--- config.mk ---
export PLATFORM = sky130hd
export DESIGN_NAME = prog_launch_ctrl
export DESIGN_NICKNAME = d
export VERILOG_FILES = /design/src/rtl/prog_launch_ctrl.sv
export SDC_FILE = /design/constraint.sdc
export NUM_CORES = 1
export LEC_CHECK = 0
export ABC_AREA = 1
export ABC_CLOCK_PERIOD_IN_PS = 1700
export BUFFER_PORTS_ARGS = -buffer_cell sky130_fd_sc_hd__buf_4
export CORE_ASPECT_RATIO = 1.2
export CORE_MARGIN = 5
export CORE_UTILIZATION = 38
export CTS_CLUSTER_DIAMETER = 150
export DETAILED_ROUTE_END_ITERATION = 10
export PLACE_DENSITY = 0.84
export SLEW_MARGIN = 40
export SYNTH_ARGS = -nofsm -noshare
export SYNTH_HDL_FRONTEND = slang
export SYNTH_SLANG_ARGS = --single-unit
--- constraint.sdc ---
create_clock -name Clk -period 1.7 [get_ports Clk]
set_input_delay 0.34 -clock Clk [delete_from_list [all_inputs] [get_ports Clk]]
set_output_delay 0.34 -clock Clk [all_outputs]
set_load 0.03 [all_outputs]
--- src/rtl/prog_launch_ctrl.sv ---
// Program launch sequencer with data-memory write-port arbitration.
// Optional watchdog on the RUN state is enabled by defining WDOG_EN.
module prog_launch_ctrl #(
  parameter int PC_W      = 10,
  parameter int PROG1_PC  = 0,
  parameter int PROG2_PC  = 128,
  parameter int PROG3_PC  = 256,
  parameter int START_CYC = 2,
  parameter int TO_W      = 16
) (
  input  logic            Clk,
  input  logic            Reset,
  input  logic            ReqValid,
  input  logic [1:0]      ReqProg,
  output logic            ReqReady,
  input  logic            HostWe,
  input  logic [7:0]      HostAddr,
  input  logic [7:0]      HostWdata,
  input  logic            CpuWe,
  input  logic [7:0]      CpuAddr,
  input  logic [7:0]      CpuWdata,
  output logic            MemWe,
  output logic [7:0]      MemAddr,
  output logic [7:0]      MemWdata,
  output logic            CpuStart,
  output logic [PC_W-1:0] StartPC,
  input  logic            CpuAck,
  output logic            Busy,
  output logic            Done,
  output logic [1:0]      DoneProg,
  output logic            Err,
  output logic            HostConflict
);

  typedef enum logic [1:0] {
    S_IDLE, S_START, S_RUN, S_FIN
  } state_t;

  state_t          r_state;
  state_t          w_next;
  logic [1:0]      r_prog;
  logic [PC_W-1:0] r_start_pc;
  logic [3:0]      r_start_cnt;
  logic            r_ack_low;
  logic            r_err;

  logic w_idle;
  logic w_cpu_own;
  logic w_accept;
  logic w_illegal;
  logic w_ack_edge;
  logic w_start_last;
  logic w_timeout;

  assign w_idle       = (r_state == S_IDLE);
  assign w_cpu_own    = (r_state == S_START) || (r_state == S_RUN);
  assign w_accept     = w_idle && ReqValid && (ReqProg != 2'd0);
  assign w_illegal    = w_idle && ReqValid && (ReqProg == 2'd0);
  assign w_ack_edge   = CpuAck && r_ack_low;
  assign w_start_last = (r_start_cnt == 4'(START_CYC - 1));

`ifdef WDOG_EN
  logic [TO_W-1:0] r_wdog;

  always_ff @(posedge Clk or posedge Reset) begin
    if (Reset) begin
      r_wdog <= '0;
    end else if (r_state != S_RUN) begin
      r_wdog <= '0;
    end else begin
      r_wdog <= r_wdog + 1'b1;
    end
  end

  assign w_timeout = (r_state == S_RUN) && (&r_wdog) && !w_ack_edge;
`else
  assign w_timeout = 1'b0;
`endif

  always_ff @(posedge Clk or posedge Reset) begin
    if (Reset) begin
      r_state <= S_IDLE;
    end else begin
      r_state <= w_next;
    end
  end

  always_comb begin
    w_next = r_state;
    unique case (r_state)
      S_IDLE:  if (w_accept) w_next = S_START;
      S_START: if (w_start_last) w_next = S_RUN;
      S_RUN: begin
        if (w_ack_edge)     w_next = S_FIN;
        else if (w_timeout) w_next = S_IDLE;
      end
      S_FIN:   w_next = S_IDLE;
      default: w_next = S_IDLE;
    endcase
  end

  // Ack must be seen low during this launch before a high level counts.
  always_ff @(posedge Clk or posedge Reset) begin
    if (Reset) begin
      r_prog      <= 2'd0;
      r_start_pc  <= PC_W'(PROG1_PC);
      r_start_cnt <= 4'd0;
      r_ack_low   <= 1'b0;
      r_err       <= 1'b0;
    end else begin
      r_err <= w_illegal || w_timeout;
      if (w_accept) begin
        r_prog <= ReqProg;
        unique case (ReqProg)
          2'd1:    r_start_pc <= PC_W'(PROG1_PC);
          2'd2:    r_start_pc <= PC_W'(PROG2_PC);
          default: r_start_pc <= PC_W'(PROG3_PC);
        endcase
      end
      if ((r_state == S_START) && !w_start_last) begin
        r_start_cnt <= r_start_cnt + 4'd1;
      end else begin
        r_start_cnt <= 4'd0;
      end
      if (w_cpu_own) begin
        r_ack_low <= r_ack_low || !CpuAck;
      end else begin
        r_ack_low <= 1'b0;
      end
    end
  end

  always_comb begin
    ReqReady     = w_idle;
    CpuStart     = (r_state == S_START);
    Busy         = w_cpu_own;
    Done         = (r_state == S_FIN);
    DoneProg     = (r_state == S_FIN) ? r_prog : 2'd0;
    Err          = r_err;
    StartPC      = r_start_pc;
    HostConflict = w_cpu_own && HostWe;
    if (w_cpu_own) begin
      MemWe    = CpuWe;
      MemAddr  = CpuAddr;
      MemWdata = CpuWdata;
    end else begin
      MemWe    = HostWe;
      MemAddr  = HostAddr;
      MemWdata = HostWdata;
    end
  end

endmodule

==> results.md, run 1 <==
* Status: complete, but fails checks
* Failing checks: negative setup slack
* Clock power frac at 4.0%
* Max VDD drop at roughly 0.002 V
* Clock-pin slew of the registers on the worst-case setup and hold paths at approximately 0.07 ns
* DR pass1 iterations at 4
* Core ar. at 2282 sq um
* Top delay family on crit path: flip-flops
* Finish-stage setup viols at 17
* CP bufs+invs at 3
* Flop-to-flop setup slack at ~0.42 ns
* Max Cap Viol at 0
* CTS tree: built
* Cell Count, Final, Fillers Out at about 240
* Nets at between 200 and 300
* DRC Markers at 0
* Post-Synthesis Cells at about 130
* Required time of the worst setup path at about 1.4 ns
* Largest net degree at the start of global routing at 19
* First-pass GRT wire length at approximately 4300 um
* Dpl cell area at around 1400 sq um
* Fin crit share at 107.3%
* TritonCTS Buffers at 3
* Pint at roughly 0.0020 W
* Via-to-Cell Ratio at roughly 4.5
* Crit-path cells: inv_2 -> ha_4 -> buf_16 -> nand2_1 -> nand2_2 -> buf_6
* Fmax at roughly 0.55 GHz
* Post-synth EDFFs at 0
* Commonest cells in the synthesized netlist: nand2_1, inv_1, dfrtp_1
* Leak at around 0.94 nW
* Largest area contributor in the netlist: dfrtp_1
* CTS sink cnt at 12
* Width of the die at about 54 um
* Ys async rst share at between 90% and 100%
* Min setup slack post-route at -0.1243 ns
* Pwr/cell area at approximately 2600 nW/um^2
* NetSw at approximately 0.0022 W
* Slew Limit Fails at 0
* Register-to-Register Path Depth at 6
* Wire length per cell at 12.75 um
* Hold Slack at around 0.080 ns
* CP peak stage delay at between 0.3 and 0.4 ns
* # fillers at between 150 and 200
* Synth Register Bits at 12
* Slowest-stage cell, CP: dfrtp_1
* WP depth at 6
* Port bufs at 66
* Final Hold Fails at 0
* Pwr Total at about 0.0042 W
* Worst setup EP type: output port
* CTS Buffer Depth at 2
* Global route overflow at 0
* Share of cells above drive strength 1 at 50.98%
* Most frequent cell after synthesis: nand2_1
* Unrepaired setup endpoints after global routing: true
* CP max FO at 8
* Initial antenna violation count at 0
* Multi-input logic area at around 570 sq um
* IO Pins at 75
* Final wirelength at around 3000 um
* Post-Syn Area at about 900 sq um
* Pre-CTS setup slack at 0.05316 ns
* Kind of critical path: register to output port
* Worst-skew pair later-pin latency at 0.26 ns
* Placed insts at around 230
* ANT cells at 0
* Seq pwr share at a little over a tenth
* DP HPWL at 2215 um
* Ys Warns at 0
* Via count at roughly 1.1k
* Detail Route Antenna Nets at 0
* Starting Density at between 30 and 40%
* Rows at 19
* Worst Clk Skew at 0.0002902 ns
* Worst Setup Start Kind: register
* GR Util All Layers at 16.50%
* Arrival @ worst endpoint at roughly 1.5 ns
* Distinct cells, synth at 18
* Min cycle time layout at roughly 1.8 ns
* Top_reg_cell synth: dfrtp_1
* CTS Hold Bufs at 0
* Area grow syn2layout at 82.03%
* Die area at 3440 sq um
* Area contributors post-synth: dfrtp_1, nand2_1, ha_1
* Die H at 63.26 um
* Reg area at between 300 and 400 sq um
* Mapped Avg Cell Area at a little under 7 sq um
* Initial DRC count at 8
* Yosys top cell area share at between 30 and 40%
* CTS H-tree lvls at 1
* Routability Congestion at around 0.74
* Vias in the first global route at 1071
* CTS root buffer: clkbuf_4
* Min-delay worst type: input port to async pin
* R2R Path End: r_state[0]
* Logic gate share of total power at between 80% and 90%
* Seq/Total Area, Yosys at about a third
* FF-to-FF Start: r_state[0]
* Switching part of the total power at between 50 and 60%
* Final Cell Area at around 1600 sq um
[worst register-to-register path, cell delays in order, from the launching register on]
cell and delay [ns]:
dfrtp_1 0.37, inv_2 0.07, buf_4 0.13, ha_1 0.20
or2_2 0.27, nand4_1 0.09, nand2_1 0.05
[kinds of logic (layout without fill, tap and decap cells)]
logic type,after synthesis,count (layout),synth area share (%)
and+or+nand+nor,79,79,34.54
buffers and inverters,25,89,14.76
DFF,12,12,33.43
adders and majority gates,8,8,11.14
AOI/OAI and AO/OA,6,6,3.760
xor gates and xnor gates,2,2,1.950
other,1,8,0.4174
[per-layer routing]
metal	track usage [%]	part of all wire, %	vias up
li1	-	-	529
met1	17.08	35	463
met2	27.99	49	60
met3	9.198	15	2
met4	3.738	0.90	0
met5	0	0	-
[registers in the layout (all words and copies together), names as in the netlist]
signal / cells
r_state: 2
r_prog: 2
StartPC: 2
r_ack_low: 1
r_start_cnt: 4
Err: 1
[stage by stage]
step / setup TNS, ns / util, %
2_1_floorplan: 0 / -
3_3_place_gp: 0 / 62.39
3_5_place_dp: 0 / 62.39
4_1_cts: -1.443 / 67.82
5_1_grt: -3.283 / 71.66
6_report: -1.644 / 71.66
[placed cells by master (no fill, tap or decap)]
cell type,instances
nand2_1,46
buf_4,52
ha_2,1
buf_8,1
o21ai_0,4
a21oi_1,1
dfrtp_1,12
or2_2,1
inv_6,1
conb_1,8
nor2_1,6
xor2_1,1
nand4_1,2
clkbuf_16,1
nand2_2,19
buf_16,1
buf_6,17
clkbuf_4,3
ha_1,6
inv_1,10
xnor2_1,1
ha_4,1
o21ai_2,1
nand3_1,3
nand2_4,2
inv_2,3
[power groups by stage]
stage | registers (W) | logic (W) | clock network [W]
after floorplan | 0.000500 | 0.00188 | 0
after global placement | 0.000457 | 0.00272 | 0
after detailed placement | 0.000464 | 0.00276 | 0
after CTS | 0.000451 | 0.00324 | 0.000173
after global routing | 0.000465 | 0.00381 | 0.000191
final | 0.000452 | 0.00356 | 0.000167
[layout make-up]
type	count	area share (%)
multi-input cells	103	34.66
well taps	31	2.372
flip-flops and latches	12	18.36
clock buffers	3	1.377
repair buffers	72	39.71
inverters	14	3.520
[what timing repair did]
action                                  CTS  global route
endpoints found under the setup margin   18            21
resized for setup                        19            18
pin swaps                                 1            13
gates cloned                              1             1
endpoints found under the hold margin     0             0
buffers inserted                          2             1
[how the worst max path moves through the flow]
| stage | startpoint | end | slack, ns |
|---|---|---|---|
| 2_1_floorplan | r_state[0] | MemAddr[0] | 0.06 |
| 3_3_place_gp | r_state[0] | MemWe | 0.09 |
| 3_5_place_dp | r_state[0] | MemWdata[1] | 0.05 |
| 4_1_cts | r_state[1] | MemWe | -0.11 |
| 5_1_grt | r_state[0] | MemAddr[2] | -0.21 |
| 6_report | r_state[1] | MemAddr[2] | -0.12 |
Note: power is estimated with default switching activity, not from simulation.
==> inputs of run 2 (changes only) <==
--- a/config.mk
+++ b/config.mk
@@ -9,7 +9,7 @@
 export ABC_CLOCK_PERIOD_IN_PS = 1700
 export BUFFER_PORTS_ARGS = -buffer_cell sky130_fd_sc_hd__buf_4
 export CORE_ASPECT_RATIO = 1.2
-export CORE_MARGIN = 5
+export CORE_MARGIN = 8
 export CORE_UTILIZATION = 38
 export CTS_CLUSTER_DIAMETER = 150
 export DETAILED_ROUTE_END_ITERATION = 10
==> run 2 against run 1 <==
Via count is 5.3% higher. Flip-flop and latch count stayed put. Largest power group unchanged. Clock-buffer cell count stayed put. Sequential power hardly changed. Critical path depth stayed put. Cell area is 3.9% higher. The run still ends with negative setup slack left.
==> results.md, run 2 (synthesis gave the netlist of run 1 again) <==
* Largest net degree at the start of global routing at 19
* CTS Buffer Depth at 2
* WP depth at 6
* Worst setup startpoint: r_state[0]
* Kind of critical path: register to output port
* Register-to-Register Path Depth at 7
* CTS sink cnt at 12
* Area grow syn2layout at 89.14%
* Slowest-stage cell, CP: dfrtp_1
* Port bufs at 66
* DP HPWL at ~2500 um
* Most frequent cells in the layout: buf_4, nand2_2, nand2_1
* Placed insts at 229
* Worst Clk Skew at between 0.002 and 0.0025 ns
* Starting Density at around 40%
* Min cycle time layout at approximately 1.8 ns
* R2R Path End: r_state[0]
* Wire length per cell at ~14 um
* NetSw at approximately 0.0023 W
* Width of the die at roughly 60 um
* First-pass GRT wire length at between 5000 and 6000 um
* Die H at 69.26 um
* Crit path top cell by count: buf_6
* CTS H-tree lvls at 1
* Die area at approximately 4200 sq um
* Unrepaired setup endpoints after global routing: true
* Via-to-Cell Ratio at 4.664
* Leak at around 0.96 nW
* Core ar. at around 2300 sq um
* Share of cells above drive strength 1 at slightly below 60%
* Crit-path cells: inv_2 -> ha_4 -> buf_6 -> nand2_1 -> nand2_2 -> buf_6
* Pwr Total at roughly 0.0044 W
* Pwr/cell area at roughly 2600 nW/um^2
* CP bufs+invs at 3
* Failing checks: negative setup slack
* Seq pwr share at a little over a tenth
* Commonest non-fill, non-tap cell in the layout: buf_4
* Worst Setup Start Kind: register
* Min-delay worst type: input port to async pin
* Worst setup EP type: output port
* CP max FO at 6
* TritonCTS Buffers at 3
* IO Pins at 75
* GR Util All Layers at 16.60%
* FF-to-FF Start: r_state[0]
* Required time of the worst setup path at ~1.4 ns
* DR pass1 iterations at 4
* Cell Count, Final, Fillers Out at 238
* Max Cap Viol at 0
* Max FFs per register at 4
* Slew Limit Fails at 0
* Rows at 19
* Top delay family on crit path: flip-flops
* Worst-skew pair later-pin latency at roughly 0.28 ns
* Finish-stage setup viols at 18
* Finished Core Util at between 70% and 80%
* DRC Markers at 0
* Initial DRC count at 16
* Final wirelength at 3446 um
* Arrival @ worst endpoint at approximately 1.5 ns
* Nets at approximately 260
* CTS root buffer: clkbuf_4
* Flop-to-flop setup slack at 0.28 ns
* Final Hold Fails at 0
* Fmax at around 0.55 GHz
* Routability Congestion at approximately 0.77
* Top reg by flops: r_start_cnt
* CP peak stage delay at between 0.3 and 0.4 ns
* Setup TNS at -1.668 ns
* Max VDD drop at around 0.0021 V
* Logic gate share of total power at 85.6%
* Multi-input logic area at just over 600 sq um
* Clock-pin slew of the registers on the worst-case setup and hold paths at around 0.07 ns
* Dpl cell area at 1439 sq um
* # fillers at roughly 150
* Detail Route Antenna Nets at 0
* Via count at about 1.1k
* Fin crit share at 107.1%
* Global route overflow at 0
* Clock power frac at around 4%
* Vias in the first global route at roughly 1.2k
* Initial antenna violation count at 0
* CTS tree: built
* Status: complete, but fails checks
* Reg area at 300.3 sq um
* ANT cells at 0
* Min setup slack post-route at -0.1201 ns
* Pint at 0.002062 W
* Switching part of the total power at a little over half
* Final Cell Area at approximately 1700 sq um
## run 2: cell type report
class | instances | area share (%)
inverter | 14 | 3.387
timing repair buffer | 75 | 39.62
multi-input combinational | 103 | 35.71
clock buffer | 3 | 1.325
tap | 31 | 2.283
sequential | 12 | 17.67
## run 2: routing by layer
layer  part of all wire (%)  wire [um]  up-vias  GRT usage, %
li1                       -          -      533             -
met1                     36       1254      493         14.76
met2                     45       1535       73         25.83
met3                     16        536       11         12.80
met4                    3.5        119        0         9.043
met5                      0          0        -             0
## run 2: power groups by stage
| stage | logic (W) | clock network (W) | registers, W |
|---|---|---|---|
| 6_report | 0.00374 | 0.000175 | 0.000455 |
| 5_1_grt | 0.00397 | 0.000196 | 0.000474 |
| 4_1_cts | 0.00357 | 0.000178 | 0.000450 |
| 3_5_place_dp | 0.00283 | 0 | 0.000454 |
| 3_3_place_gp | 0.00278 | 0 | 0.000446 |
| 2_1_floorplan | 0.00188 | 0 | 0.000500 |
## run 2: timing repair
action,4_1_cts,5_1_grt
gates cloned,1,0
pin swaps,11,5
buffers inserted,6,3
resized for setup,40,16
hold buffers,0,0
setup endpoints to repair,19,22
## run 2: per-stage QoR
| step | hold slack [ns] | setup WS, ns |
|---|---|---|
| final | 0.06975 | -0.1201 |
| after global routing | 0.1023 | -0.2134 |
| after CTS | 0.08299 | -0.07283 |
| after floorplan | 0.2047 | 0.05830 |
| after global placement | 0.3732 | 0.1129 |
| after detailed placement | 0.3830 | 0.07260 |
## run 2: worst max-delay path by stage
stage | slack (ns) | end
CTS | -0.07 | MemWdata[4]
finish | -0.12 | MemWdata[1]
floorplan | 0.06 | MemAddr[0]
global placement | 0.11 | MemWe
detailed placement | 0.07 | MemWdata[4]
global route | -0.21 | MemAddr[5]
==> inputs of run 3 (changes only) <==
--- a/config.mk
+++ b/config.mk
@@ -6,14 +6,14 @@
 export NUM_CORES = 1
 export LEC_CHECK = 0
 export ABC_AREA = 1
-export ABC_CLOCK_PERIOD_IN_PS = 1700
-export BUFFER_PORTS_ARGS = -buffer_cell sky130_fd_sc_hd__buf_4
+export ABC_CLOCK_PERIOD_IN_PS = 2170
+export BUFFER_PORTS_ARGS = -buffer_cell sky130_fd_sc_hd__buf_2
 export CORE_ASPECT_RATIO = 1.2
 export CORE_MARGIN = 8
-export CORE_UTILIZATION = 38
+export CORE_UTILIZATION = 41
 export CTS_CLUSTER_DIAMETER = 150
 export DETAILED_ROUTE_END_ITERATION = 10
-export PLACE_DENSITY = 0.84
+export PLACE_DENSITY = 0.9
 export SLEW_MARGIN = 40
 export SYNTH_ARGS = -nofsm -noshare
 export SYNTH_HDL_FRONTEND = slang
==> constraint.sdc (replaced) <==
create_clock -name Clk -period 2.17 [get_ports Clk]
set_input_delay 0.434 -clock Clk [delete_from_list [all_inputs] [get_ports Clk]]
set_output_delay 0.434 -clock Clk [all_outputs]
set_load 0.03 [all_outputs]
==> run 3 against run 2 <==
Largest power group unchanged. The run now ends clean. Largest cell class is now multi-input combinational cells. Critical path depth unchanged. Die area down 5.5%. Sequential power decreased by 21%. Global-route usage down 3.3 points. First-iteration DRC count is 19% lower. Clock power up 3%.
==> results.md, run 3 (synthesis gave the netlist of run 1 again) <==
* Max FFs per register at 4
* First-pass GRT wire length at about 4200 um
* Area grow syn2layout at 42.34%
* Worst Setup Start Kind: register
* Crit-path cells: inv_1 -> ha_4 -> buf_8 -> nand2_1 -> nand2_1 -> buf_2
* Initial DRC count at 13
* Min-delay worst type: input port to async pin
* Rows at 18
* Max VDD drop at about 0.0017 V
* Initial antenna violation count at 0
* CTS tree: built
* Most frequent cells in the layout: nand2_1, buf_2, inv_1
* Finished Core Util at about three fifths
* Register-to-Register Path Depth at 5
* Port bufs at 66
* Clock-pin slew of the registers on the worst-case setup and hold paths at ~0.08 ns
* Top reg by flops: r_start_cnt
* Multi-input logic area at 504.2 sq um
* CTS Buffer Depth at 2
* FF-to-FF Start: r_state[0]
* Die H at about 67 um
* CP max FO at 20
* Met2 global-route usage at between 20% and 30%
* Grt peak-use layer: met2
* Final wirelength at 2678 um
* DRC Markers at 0
* Arrival @ worst endpoint at 1.57 ns
* R2R Path End: r_state[0]
* CTS H-tree lvls at 1
* Unrepaired setup endpoints after global routing: false
* Met1 Resource Use GR at between 10% and 20%
* Fmax at 0.4985 GHz
* # fillers at about 200
* IO Pins at 75
* Global route overflow at 0
* CP peak stage delay at about 0.40 ns
* Starting Density at between 40% and 50%
* GR Util All Layers at 13.33%
* Crit path top cell by count: nand2_1
* Flop-to-flop setup slack at about 0.92 ns
* Post-CTS Setup Inserts at 0
* Logic gate share of total power at between 70 and 80%
* DR pass1 iterations at 4
* Core ar. at slightly above 2000 sq um
* Nets at approximately 250
* Worst-skew pair later-pin latency at 0.28 ns
* Pint at between 0.0009 and 0.001 W
* Finish-stage setup viols at 0
* Worst Clk Skew at 0.001983 ns
* Required time of the worst setup path at roughly 1.7 ns
* Reg area at 300.3 sq um
* Worst setup startpoint: r_state[0]
* ANT cells at 0
* Slowest-stage cell, CP: dfrtp_1
* Fin crit share at between 90% and 100%
* Leak at ~0.84 nW
* Seq pwr share at approximately 15%
* Max Cap Viol at 0
* CTS Hold Bufs at 0
* Width of the die at about 59 um
* CTS root buffer: clkbuf_4
* Largest net degree at the start of global routing at 21
* Share of cells above drive strength 1 at between 30% and 40%
* Die area at 3951 sq um
* Worst setup EP type: output port
* Met3 usage at a little over a tenth
* Wire length per cell at around 12 um
* Vias in the first global route at 1014
* Kind of critical path: register to output port
* Status: completed
* Slew Limit Fails at 0
* Via-to-Cell Ratio at between 4 and 5
* CTS resizes at 0
* Detail Route Antenna Nets at 0
* Clock power frac at ~7.4%
* Routability Congestion at roughly 0.8
* Via count at between 1k and 1.5k
* TritonCTS Buffers at 3
* Switching part of the total power at around three fifths
* DP HPWL at ~2400 um
* CTS sink cnt at 12
* NetSw at 0.001473 W
* Final Hold Fails at 0
* Pwr/cell area at approximately 1900 nW/um^2
* Setup TNS at 0 ns
* Min cycle time layout at ~2.0 ns
-- run 3: power groups by stage --
stage | logic, W | clock network (W) | registers (W)
floorplan | 0.00136 | 0 | 0.000391
global placement | 0.00181 | 0 | 0.000358
detailed placement | 0.00183 | 0 | 0.000361
CTS | 0.00184 | 0.000189 | 0.000357
global route | 0.00208 | 0.000197 | 0.000367
finish | 0.00190 | 0.000180 | 0.000359
-- run 3: worst max-delay path: cells and delay by family, from the launching register on --
kind / cells / cell delay, ns
fa+ha+maj: 1 / 0.30
buf+inv: 3 / 0.45
flops: 1 / 0.40
simple gates: 2 / 0.13
-- run 3: metrics by stage --
step / setup WS [ns] / total power [W] / cells / cell area (sq um) / hold WS, ns
floorplan: 0.2011 / 0.001750 / 140 / 924.6 / 0.2987
global placement: 0.3999 / 0.002170 / 226 / 1220 / 0.4544
detailed placement: 0.3717 / 0.002191 / 226 / 1220 / 0.4587
CTS: 0.05173 / 0.002381 / 230 / 1256 / 0.1496
global route: 0.03394 / 0.002641 / 230 / 1279 / 0.1882
finish: 0.1639 / 0.002438 / 230 / 1279 / 0.1424
-- run 3: worst max path at each step --
stage,end,slack (ns),cells past startpoint
2_1_floorplan,MemAddr[0],0.20,6
3_3_place_gp,MemWe,0.40,6
3_5_place_dp,MemWe,0.37,6
4_1_cts,MemWe,0.05,6
5_1_grt,MemWdata[4],0.03,6
6_report,MemWdata[3],0.16,6
-- run 3: layer usage --
metal  share of wire, %  wire length (um)
met5                  0                 0
met4               0.60                16
met3                 18               485
met2                 46              1234
met1                 35               941
-- run 3: final cells by class --
class	count	share of cell area, %
Clock buffer	4	2.838
Inverter	14	4.305
Multi-Input combinational cell	103	39.43
Sequential cell	12	23.48
Tap cell	30	2.935
Timing Repair Buffer	67	27.01
